<file path="src/rtl/multicycle_ctrl_pkg.sv">
// Shared definitions for the multicycle MIPS-subset control unit:
// opcodes, funct codes, ALU control codes, aluop selectors and state encoding.
package multicycle_ctrl_pkg;

    localparam int unsigned OP_W       = 6;
    localparam int unsigned FUNCT_W    = 6;
    localparam int unsigned ALU_CTRL_W = 3;
    localparam int unsigned ALUOP_W    = 2;
    localparam int unsigned ST_W       = 4;

    // Opcodes, instruction[31:26]
    localparam logic [OP_W-1:0] OP_RTYPE = 6'b000000;
    localparam logic [OP_W-1:0] OP_LW    = 6'b100011;
    localparam logic [OP_W-1:0] OP_SW    = 6'b101011;
    localparam logic [OP_W-1:0] OP_BEQ   = 6'b000100;
    localparam logic [OP_W-1:0] OP_ADDI  = 6'b001000;
    localparam logic [OP_W-1:0] OP_J     = 6'b000010;

    // R-type funct codes, instruction[5:0]
    localparam logic [FUNCT_W-1:0] FUNCT_ADD = 6'b100000;
    localparam logic [FUNCT_W-1:0] FUNCT_SUB = 6'b100010;
    localparam logic [FUNCT_W-1:0] FUNCT_AND = 6'b100100;
    localparam logic [FUNCT_W-1:0] FUNCT_OR  = 6'b100101;
    localparam logic [FUNCT_W-1:0] FUNCT_SLT = 6'b101010;

    // ALU control codes, shared with the ALU
    localparam logic [ALU_CTRL_W-1:0] ALU_ADD = 3'b010;
    localparam logic [ALU_CTRL_W-1:0] ALU_SUB = 3'b110;
    localparam logic [ALU_CTRL_W-1:0] ALU_AND = 3'b000;
    localparam logic [ALU_CTRL_W-1:0] ALU_OR  = 3'b001;
    localparam logic [ALU_CTRL_W-1:0] ALU_SLT = 3'b111;
    localparam logic [ALU_CTRL_W-1:0] ALU_X   = 3'b011;

    // FSM request to the ALU decoder; 11 forces the invalid code
    localparam logic [ALUOP_W-1:0] ALUOP_ADD   = 2'b00;
    localparam logic [ALUOP_W-1:0] ALUOP_SUB   = 2'b01;
    localparam logic [ALUOP_W-1:0] ALUOP_FUNCT = 2'b10;
    localparam logic [ALUOP_W-1:0] ALUOP_X     = 2'b11;

    // ALU B-operand and next-PC selects
    localparam logic [1:0] SRCB_REG    = 2'b00;
    localparam logic [1:0] SRCB_FOUR   = 2'b01;
    localparam logic [1:0] SRCB_IMM    = 2'b10;
    localparam logic [1:0] SRCB_IMM_SH = 2'b11;
    localparam logic [1:0] PCSRC_ALU    = 2'b00;
    localparam logic [1:0] PCSRC_ALUOUT = 2'b01;
    localparam logic [1:0] PCSRC_JUMP   = 2'b10;

    typedef enum logic [ST_W-1:0] {
        S_FETCH   = 4'd0,
        S_DECODE  = 4'd1,
        S_MEMADR  = 4'd2,
        S_MEMRD   = 4'd3,
        S_MEMWB   = 4'd4,
        S_MEMWR   = 4'd5,
        S_EXECUTE = 4'd6,
        S_ALUWB   = 4'd7,
        S_BRANCH  = 4'd8,
        S_ADDIEX  = 4'd9,
        S_ADDIWB  = 4'd10,
        S_JUMP    = 4'd11,
        S_ILLEGAL = 4'd12
    } state_e;

    // Datapath control bundle driven by the FSM each cycle
    typedef struct packed {
        logic       pc_write;
        logic       branch;
        logic       iord;
        logic       mem_write;
        logic       ir_write;
        logic       reg_dst;
        logic       mem_to_reg;
        logic       reg_write;
        logic       alu_src_a;
        logic [1:0] alu_src_b;
        logic [1:0] pc_src;
        logic       illegal;
    } ctrl_t;

    function automatic logic is_mem_op(input logic [OP_W-1:0] op);
        return (op == OP_LW) || (op == OP_SW);
    endfunction

endpackage

</file>
<file path="src/rtl/multicycle_ctrl_alu_decoder.sv">
// ALU decoder: maps the FSM's aluop request (and funct for R-type) onto the
// 3-bit ALU control code, flagging funct values the ALU does not support.
module alu_decoder
    import multicycle_ctrl_pkg::*;
(
    input  logic [FUNCT_W-1:0]    funct,
    input  logic [ALUOP_W-1:0]    aluop,
    output logic [ALU_CTRL_W-1:0] alu_control,
    output logic                  funct_valid
);

    logic [ALU_CTRL_W-1:0] funct_code;

    // R-type funct lookup
    always_comb begin
        funct_code  = ALU_X;
        funct_valid = 1'b0;
        case (funct)
            FUNCT_ADD: begin funct_code = ALU_ADD; funct_valid = 1'b1; end
            FUNCT_SUB: begin funct_code = ALU_SUB; funct_valid = 1'b1; end
            FUNCT_AND: begin funct_code = ALU_AND; funct_valid = 1'b1; end
            FUNCT_OR:  begin funct_code = ALU_OR;  funct_valid = 1'b1; end
            FUNCT_SLT: begin funct_code = ALU_SLT; funct_valid = 1'b1; end
            default:   begin funct_code = ALU_X;   funct_valid = 1'b0; end
        endcase
    end

    always_comb begin
        alu_control = ALU_ADD;
        case (aluop)
            ALUOP_ADD:   alu_control = ALU_ADD;
            ALUOP_SUB:   alu_control = ALU_SUB;
            ALUOP_FUNCT: alu_control = funct_code;
            default:     alu_control = ALU_X;
        endcase
    end

endmodule

</file>
<file path="src/rtl/multicycle_ctrl.sv">
// Multicycle MIPS-subset control FSM. Moore outputs decoded from the state
// register; pc_en alone folds in the ALU zero flag for conditional branches.
module multicycle_ctrl
    import multicycle_ctrl_pkg::*;
#(
    parameter int unsigned STATE_W = 4
) (
    input  logic                  clk,
    input  logic                  reset,
    input  logic [OP_W-1:0]       op,
    input  logic [FUNCT_W-1:0]    funct,
    input  logic                  zero,
    output logic                  pc_en,
    output logic                  iord,
    output logic                  mem_write,
    output logic                  ir_write,
    output logic                  reg_dst,
    output logic                  mem_to_reg,
    output logic                  reg_write,
    output logic                  alu_src_a,
    output logic [1:0]            alu_src_b,
    output logic [1:0]            pc_src,
    output logic [ALU_CTRL_W-1:0] alu_control,
    output logic                  illegal,
    output logic [STATE_W-1:0]    state
);

    state_e              state_q;
    state_e              state_d;
    logic                is_sw_q;
    logic                is_sw_d;
    ctrl_t               ctrl;
    logic [ALUOP_W-1:0]  aluop;
    logic                funct_valid;

    // is_sw_q remembers lw vs sw so MEMADR never re-reads op
    always_ff @(posedge clk) begin
        if (reset) begin
            state_q <= S_FETCH;
            is_sw_q <= 1'b0;
        end else begin
            state_q <= state_d;
            is_sw_q <= is_sw_d;
        end
    end

    always_comb begin
        state_d = S_FETCH;
        is_sw_d = is_sw_q;
        ctrl    = '0;
        aluop   = ALUOP_ADD;
        case (state_q)
            S_FETCH: begin
                ctrl.ir_write  = 1'b1;
                ctrl.pc_write  = 1'b1;
                ctrl.alu_src_b = SRCB_FOUR;
                state_d        = S_DECODE;
            end
            S_DECODE: begin
                ctrl.alu_src_b = SRCB_IMM_SH;
                if (is_mem_op(op)) begin
                    state_d = S_MEMADR;
                    is_sw_d = (op == OP_SW);
                end else begin
                    case (op)
                        OP_RTYPE: state_d = S_EXECUTE;
                        OP_BEQ:   state_d = S_BRANCH;
                        OP_ADDI:  state_d = S_ADDIEX;
                        OP_J:     state_d = S_JUMP;
                        default:  state_d = S_ILLEGAL;
                    endcase
                end
            end
            S_MEMADR: begin
                ctrl.alu_src_a = 1'b1;
                ctrl.alu_src_b = SRCB_IMM;
                state_d        = is_sw_q ? S_MEMWR : S_MEMRD;
            end
            S_MEMRD: begin
                ctrl.iord = 1'b1;
                state_d   = S_MEMWB;
            end
            S_MEMWB: begin
                ctrl.reg_write  = 1'b1;
                ctrl.mem_to_reg = 1'b1;
                state_d         = S_FETCH;
            end
            S_MEMWR: begin
                ctrl.iord      = 1'b1;
                ctrl.mem_write = 1'b1;
                state_d        = S_FETCH;
            end
            S_EXECUTE: begin
                ctrl.alu_src_a = 1'b1;
                ctrl.alu_src_b = SRCB_REG;
                aluop          = ALUOP_FUNCT;
                state_d        = funct_valid ? S_ALUWB : S_ILLEGAL;
            end
            S_ALUWB: begin
                ctrl.reg_write = 1'b1;
                ctrl.reg_dst   = 1'b1;
                state_d        = S_FETCH;
            end
            S_BRANCH: begin
                ctrl.alu_src_a = 1'b1;
                ctrl.alu_src_b = SRCB_REG;
                ctrl.pc_src    = PCSRC_ALUOUT;
                ctrl.branch    = 1'b1;
                aluop          = ALUOP_SUB;
                state_d        = S_FETCH;
            end
            S_ADDIEX: begin
                ctrl.alu_src_a = 1'b1;
                ctrl.alu_src_b = SRCB_IMM;
                state_d        = S_ADDIWB;
            end
            S_ADDIWB: begin
                ctrl.reg_write = 1'b1;
                state_d        = S_FETCH;
            end
            S_JUMP: begin
                ctrl.pc_src   = PCSRC_JUMP;
                ctrl.pc_write = 1'b1;
                state_d       = S_FETCH;
            end
            S_ILLEGAL: begin
                ctrl.illegal = 1'b1;
                aluop        = ALUOP_X;
                state_d      = S_FETCH;
            end
            default: state_d = S_FETCH;
        endcase
    end

    alu_decoder u_alu_decoder (
        .funct       (funct),
        .aluop       (aluop),
        .alu_control (alu_control),
        .funct_valid (funct_valid)
    );

    assign pc_en      = ctrl.pc_write | (ctrl.branch & zero);
    assign iord       = ctrl.iord;
    assign mem_write  = ctrl.mem_write;
    assign ir_write   = ctrl.ir_write;
    assign reg_dst    = ctrl.reg_dst;
    assign mem_to_reg = ctrl.mem_to_reg;
    assign reg_write  = ctrl.reg_write;
    assign alu_src_a  = ctrl.alu_src_a;
    assign alu_src_b  = ctrl.alu_src_b;
    assign pc_src     = ctrl.pc_src;
    assign illegal    = ctrl.illegal;
    assign state      = STATE_W'(state_q);

endmodule
</file>
<file path="config.mk">
export PLATFORM = sky130hd
export DESIGN_NAME = multicycle_ctrl
export DESIGN_NICKNAME = d
export VERILOG_FILES = /design/src/rtl/multicycle_ctrl_pkg.sv /design/src/rtl/multicycle_ctrl_alu_decoder.sv /design/src/rtl/multicycle_ctrl.sv
export SDC_FILE = /design/constraint.sdc
export NUM_CORES = 1
export LEC_CHECK = 0
export CORE_MARGIN = 2
export CORE_UTILIZATION = 37
export DETAILED_ROUTE_END_ITERATION = 12
export PLACE_DENSITY = 0.74
export SLEW_MARGIN = 20
export SYNTH_ARGS = -nofsm -noshare
export SYNTH_HDL_FRONTEND = slang
export SYNTH_HIERARCHICAL = 1
export SYNTH_SLANG_ARGS = --single-unit
</file>
<file path="constraint.sdc">
create_clock -name clk -period 2.3 [get_ports clk]
set_input_delay 0.345 -clock clk [delete_from_list [all_inputs] [get_ports clk]]
set_output_delay 0.345 -clock clk [all_outputs]
set_load 0.02 [all_outputs]
</file>
# [Yosys cells after proc, flatten, opt, wreduce, memory -nomap -nowiden]
# Index checks and enable logic that the tools add are counted.
# Widths: inputs -> output; s select.
[classes] eq_ne=24 mux=21 bitwise_logic=2 reduce_logical=11
[ops] cell="$eq 6x6->1 const B" n=7
[ops] cell="$pmux 4 s6" n=1
[ops] cell="$eq 4x4->1 const B" n=5
[ops] cell="$eq 4x3->1 const B" n=4
[ops] cell="$pmux 4 s4" n=1
[ops] cell="$pmux 3 s5" n=1
[ops] cell="$pmux 2 s3" n=2
[ops] cell="$mux 1" n=11
[ops] cell="$pmux 3 s3" n=1
[ops] cell="$eq 4x2->1 const B" n=2
[ops] cell="$mux 4" n=2
[ops] cell="$eq 6x2->1 const B" n=1
[ops] cell="$eq 6x3->1 const B" n=1
[ops] cell="$eq 6x4->1 const B" n=1
[ops] cell="$logic_not 6->1" n=1
[ops] cell="$reduce_or 2->1" n=3
[ops] cell="$reduce_or 5->1" n=1
[ops] cell="$eq 4x1->1 const B" n=1
[ops] cell="$logic_not 4->1" n=1
[ops] cell="$pmux 2 s2" n=1
[ops] cell="$reduce_or 4->1" n=1
[ops] cell="$mux 3" n=1
[ops] cell="$reduce_or 3->1" n=1
[ops] cell="$eq 2x1->1 const B" n=1
[ops] cell="other kinds (6)" n=6
[totals] reg_bits=5 inputBits=15 output_inout_bits=20

# [Longest topological paths before layout]
[logic_depth] ltp_word=5 mapped_depth=6 ltp_nobuf=6

# [Cells and area by module]
# Netlist, hierarchy kept.
[modules_own_cells] mod="multicycle_ctrl" n_inst=1 cells_each=77 area_per_inst_um2=530.5 seq_area_each_um2=100.1
[modules_own_cells] mod="alu_decoder" n_inst=1 cells_each=12 area_per_inst_um2=90.1 seq_area_each_um2=0.0

# [Least setup slack after synthesis]
# OpenSTA, ideal clock, no wires.
[synth_path] path_kind="register to output" from="register state_q[0] (netlist: state[0])" to="output port alu_control[2]" t_arrival_ns=1.868 path_slack_ns=0.087 path_stages_with_launch=6 n_path_buf=2 path_cell_list="dfxtp_1 buf_2 buf_1 nor3_1 or4b_4 o22ai_1"
[synth_via] elab_chain_cells=4 elab_cells_between_ends=8
[synth_rtl] item="from (decl)" line="multicycle_ctrl.sv:28" text="state_e state_q;"
[synth_rtl] item="from (signal assigned)" line="multicycle_ctrl.sv:42" text="state_q <= state_d;"
[synth_rtl] item="$eq 4x4->1 / $eq 4x3->1 (equally long branches)" line="multicycle_ctrl.sv:52" text="case (state_q)"
[synth_rtl] item="$pmux 2 s3 *" line="multicycle_ctrl.sv:52"
[synth_rtl] item="via aluop[0]" line="multicycle_ctrl.sv:33" text="logic [ALUOP_W-1:0] aluop;"
[synth_rtl] item="$eq 2x2->1 (tied with other cells)" line="multicycle_ctrl_alu_decoder.sv:30" text="case (aluop)"
[synth_rtl] item="$pmux 3 s3 *" line="multicycle_ctrl_alu_decoder.sv:30"
[synth_rtl] item="to (decl)" line="multicycle_ctrl.sv:23" text="output logic [ALU_CTRL_W-1:0] alu_control,"
# Mark *: on every way through the listed nets, which the timed path passes. The rest lies on a longest branch.

# [Worst setup path after layout]
[layout_path] from="input port funct[0]" to="output port alu_control[0]"
[layout_via] elab_chain_cells=3 elab_cells_between_ends=7
[layout_rtl] item="from (decl)" line="multicycle_ctrl.sv:11" text="input logic [FUNCT_W-1:0] funct,"
[layout_rtl] item="$eq 6x6->1" line="multicycle_ctrl_alu_decoder.sv:18" text="case (funct)"
[layout_rtl] item="$pmux 3 s5 *" line="multicycle_ctrl_alu_decoder.sv:18"
[layout_rtl] item="$pmux 3 s3 *" line="multicycle_ctrl_alu_decoder.sv:30"
# Mark *: on every way between the ends. The rest lies on a longest branch, timed or not.

==> results.ini <==
[placement]
place_congestion = 0.7181
dp_slack_ns = -0.1497
port_buffers = 34
dpl_cell_area_um2 = 1012
dp_hpwl_um = 1534

[sta]
fin_crit_sh = 0.9483
fmax_mhz = 458.5
tightestPinTransition_ns = 0.3809
fin_ws_ns = 0.1189
slew_headroom = 0.7455
finClkSkew_ns = 0.001706
setup_viol = 0
final-hold-violation-count = 0
slew_viol_final = 0
rsz0062_at_grt = false
min_period_ns = 2.181

[yosys]
netlist.area_leader.share = 0.1613
ys_top_cells_by_area = dfxtp_1 16%, a21oi_1 7.3%, nor2_1 5.4%, nor3_1 4.8%, o21ai_0 4.8%
ys_ff_latch = 5
yosys_warnings = 6
synthCells = 89
yosys.area.top_type = dfxtp_1
syn-cell-area_um2 = 620.6
synth_seq_area_share = 0.1613
synth_common_cells = 9 x a21oi_1, 9 x nor2_1, 6 x nor3_1, 6 x o21ai_0
synth_fp_nets = 104
synth_edf_count = 0
synth_async_sr_flop_share = 0
synthFlopType = dfxtp_1
synth_area_per_cell_um2 = 6.973
ys_types = 39

[die]
coreArea_um2 = 1541
die_w_um = 44.96
start_util = 0.4026
die_area_um2 = 2021
io_pins = 35
dieHeight_um = 44.96
fp-row-count = 14

[global_route]
grt_overflow = 0
grt_use_total = 0.2041
grt_pass1_vias = 733
grt_max_degree = 19
antenna_found_initial = 0
grt_pass1_wl_um = 3070

[clocking]
cts_tree = built
numCtsBuffers = 3
cts_sinks = 5
root_buffer = clkbuf_4
htree_num_levels = 1
clk_pin_slew_ns = 0.05
clk_path_buf_depth = 2
insertion_delay_ns = 0.25
hold_buffers = 0

[final_layout]
drive_above_1_share = 0.1318
area_growth_pct = 67.34
antennaDiodeCount = 0
final_cell_area_um2 = 1039
fin_nets = 145

[power_and_ir_drop]
leakage_nw = 0.4069
worst_ir_drop_vdd_mv = 0.4393
powerDensity_nw_per_um2 = 913.5

[setup_path]
worst-r2r-cell-count = 5
worstPathMaxFanout = 2
arrival_ns = 1.84
crit_path_start_kind = primary input
cp.required_ns = 1.96
cp-end-kind = output port
critPathKind = in -> out

[detailed_routing]
viasPerCell = 5.628
drc = 0
wl_um = 1900
vias = 816
dr.pass1.iters = 4
wl_per_cell_um = 13.10
drtIter0Drc = 5
postRouteAntennaNets = 0

[min_path]
hp-class = reg -> reg
hold_depth = 2

[outcome]
status = finished, final reports clean

[job]
drv_cap = 0

[per-stage QoR]
stage | power (mW) | util | std cells | TNS, ns | hold slack, ns
after floorplan | 0.5551 | - | 89 | 0 | 0.4141
after global placement | 0.8328 | 0.6567 | 141 | -0.1479 | 0.4677
after detailed placement | 0.8485 | 0.6567 | 141 | -0.2501 | 0.4739
after CTS | 0.9521 | 0.6721 | 145 | 0 | 0.4773
after global routing | 1.015 | 0.6737 | 145 | 0 | 0.5190
final | 0.9486 | 0.6737 | 145 | 0 | 0.4757
[cell type report]
class	instances	area, um2
inverter	3	11.26
fill	139	503.0
clock buffer	4	26.28
multi-input combinational	74	473.0
tap	16	20.02
timing repair buffer	43	407.9
sequential	5	100.1
[registers in the layout (all words and copies together), names as in the netlist]
register  count
state         4
is_sw_q       1
[timing repair]
| item | CTS | global route |
|---|---|---|
| gates resized for setup | 2 | 1 |
| endpoints found under the setup margin | 2 | 1 |
| hold endpoints to repair | 0 | 0 |
| buffers inserted | 0 | 0 |
[cell families (layout without fill, tap and decap cells)]
family | after synthesis | after routing | synth area share
compound gates | 26 | 26 | 0.2681
mux | 2 | 2 | 0.03427
simple gates | 43 | 43 | 0.4174
xor+xnor | 3 | 3 | 0.04235
buf+inv | 10 | 50 | 0.07662
flops | 5 | 5 | 0.1613
[layout by cell type (no fill, tap or decap), types with 3 or more instances in the layout]
cell type	count
nor3b_1	3
nor3_1	6
o21ai_0	6
and3_1	3
buf_4	9
clkbuf_4	3
dfxtp_1	5
clkdlybuf4s50_1	31
nand2_1	5
a21oi_1	9
nor2_1	9
[routing by layer]
layer / track usage / part of all wire / up-vias
met3: 0.02400 / 0.039 / 4
met5: 0 / 0 / -
met2: 0.3571 / 0.50 / 29
met4: 0.1000 / 0.014 / 0
li1: - / - / 411
met1: 0.2439 / 0.45 / 372
[power by group]
group | switching (mW) | total [mW] | internal, mW
registers | 0.0174 | 0.125 | 0.108
clock network | 0.0398 | 0.106 | 0.0658
logic | 0.385 | 0.718 | 0.333
[critical path, cell delays in order]
cell and delay (ns):
clkdlybuf4s50_1 0.43, or4b_4 0.55, o21a_1 0.19, dlygate4sd2_1 0.31
[worst paths after layout]
check                                      end  slack (ns)  startpoint
worst max-delay path            alu_control[0]        0.12    funct[0]
worst min-delay path                   is_sw_q        0.48     is_sw_q
worst max register to register         is_sw_q        0.69    state[0]
worst min register to register         is_sw_q        0.48     is_sw_q
No activity file was read; power rests on OpenSTA's default activity.
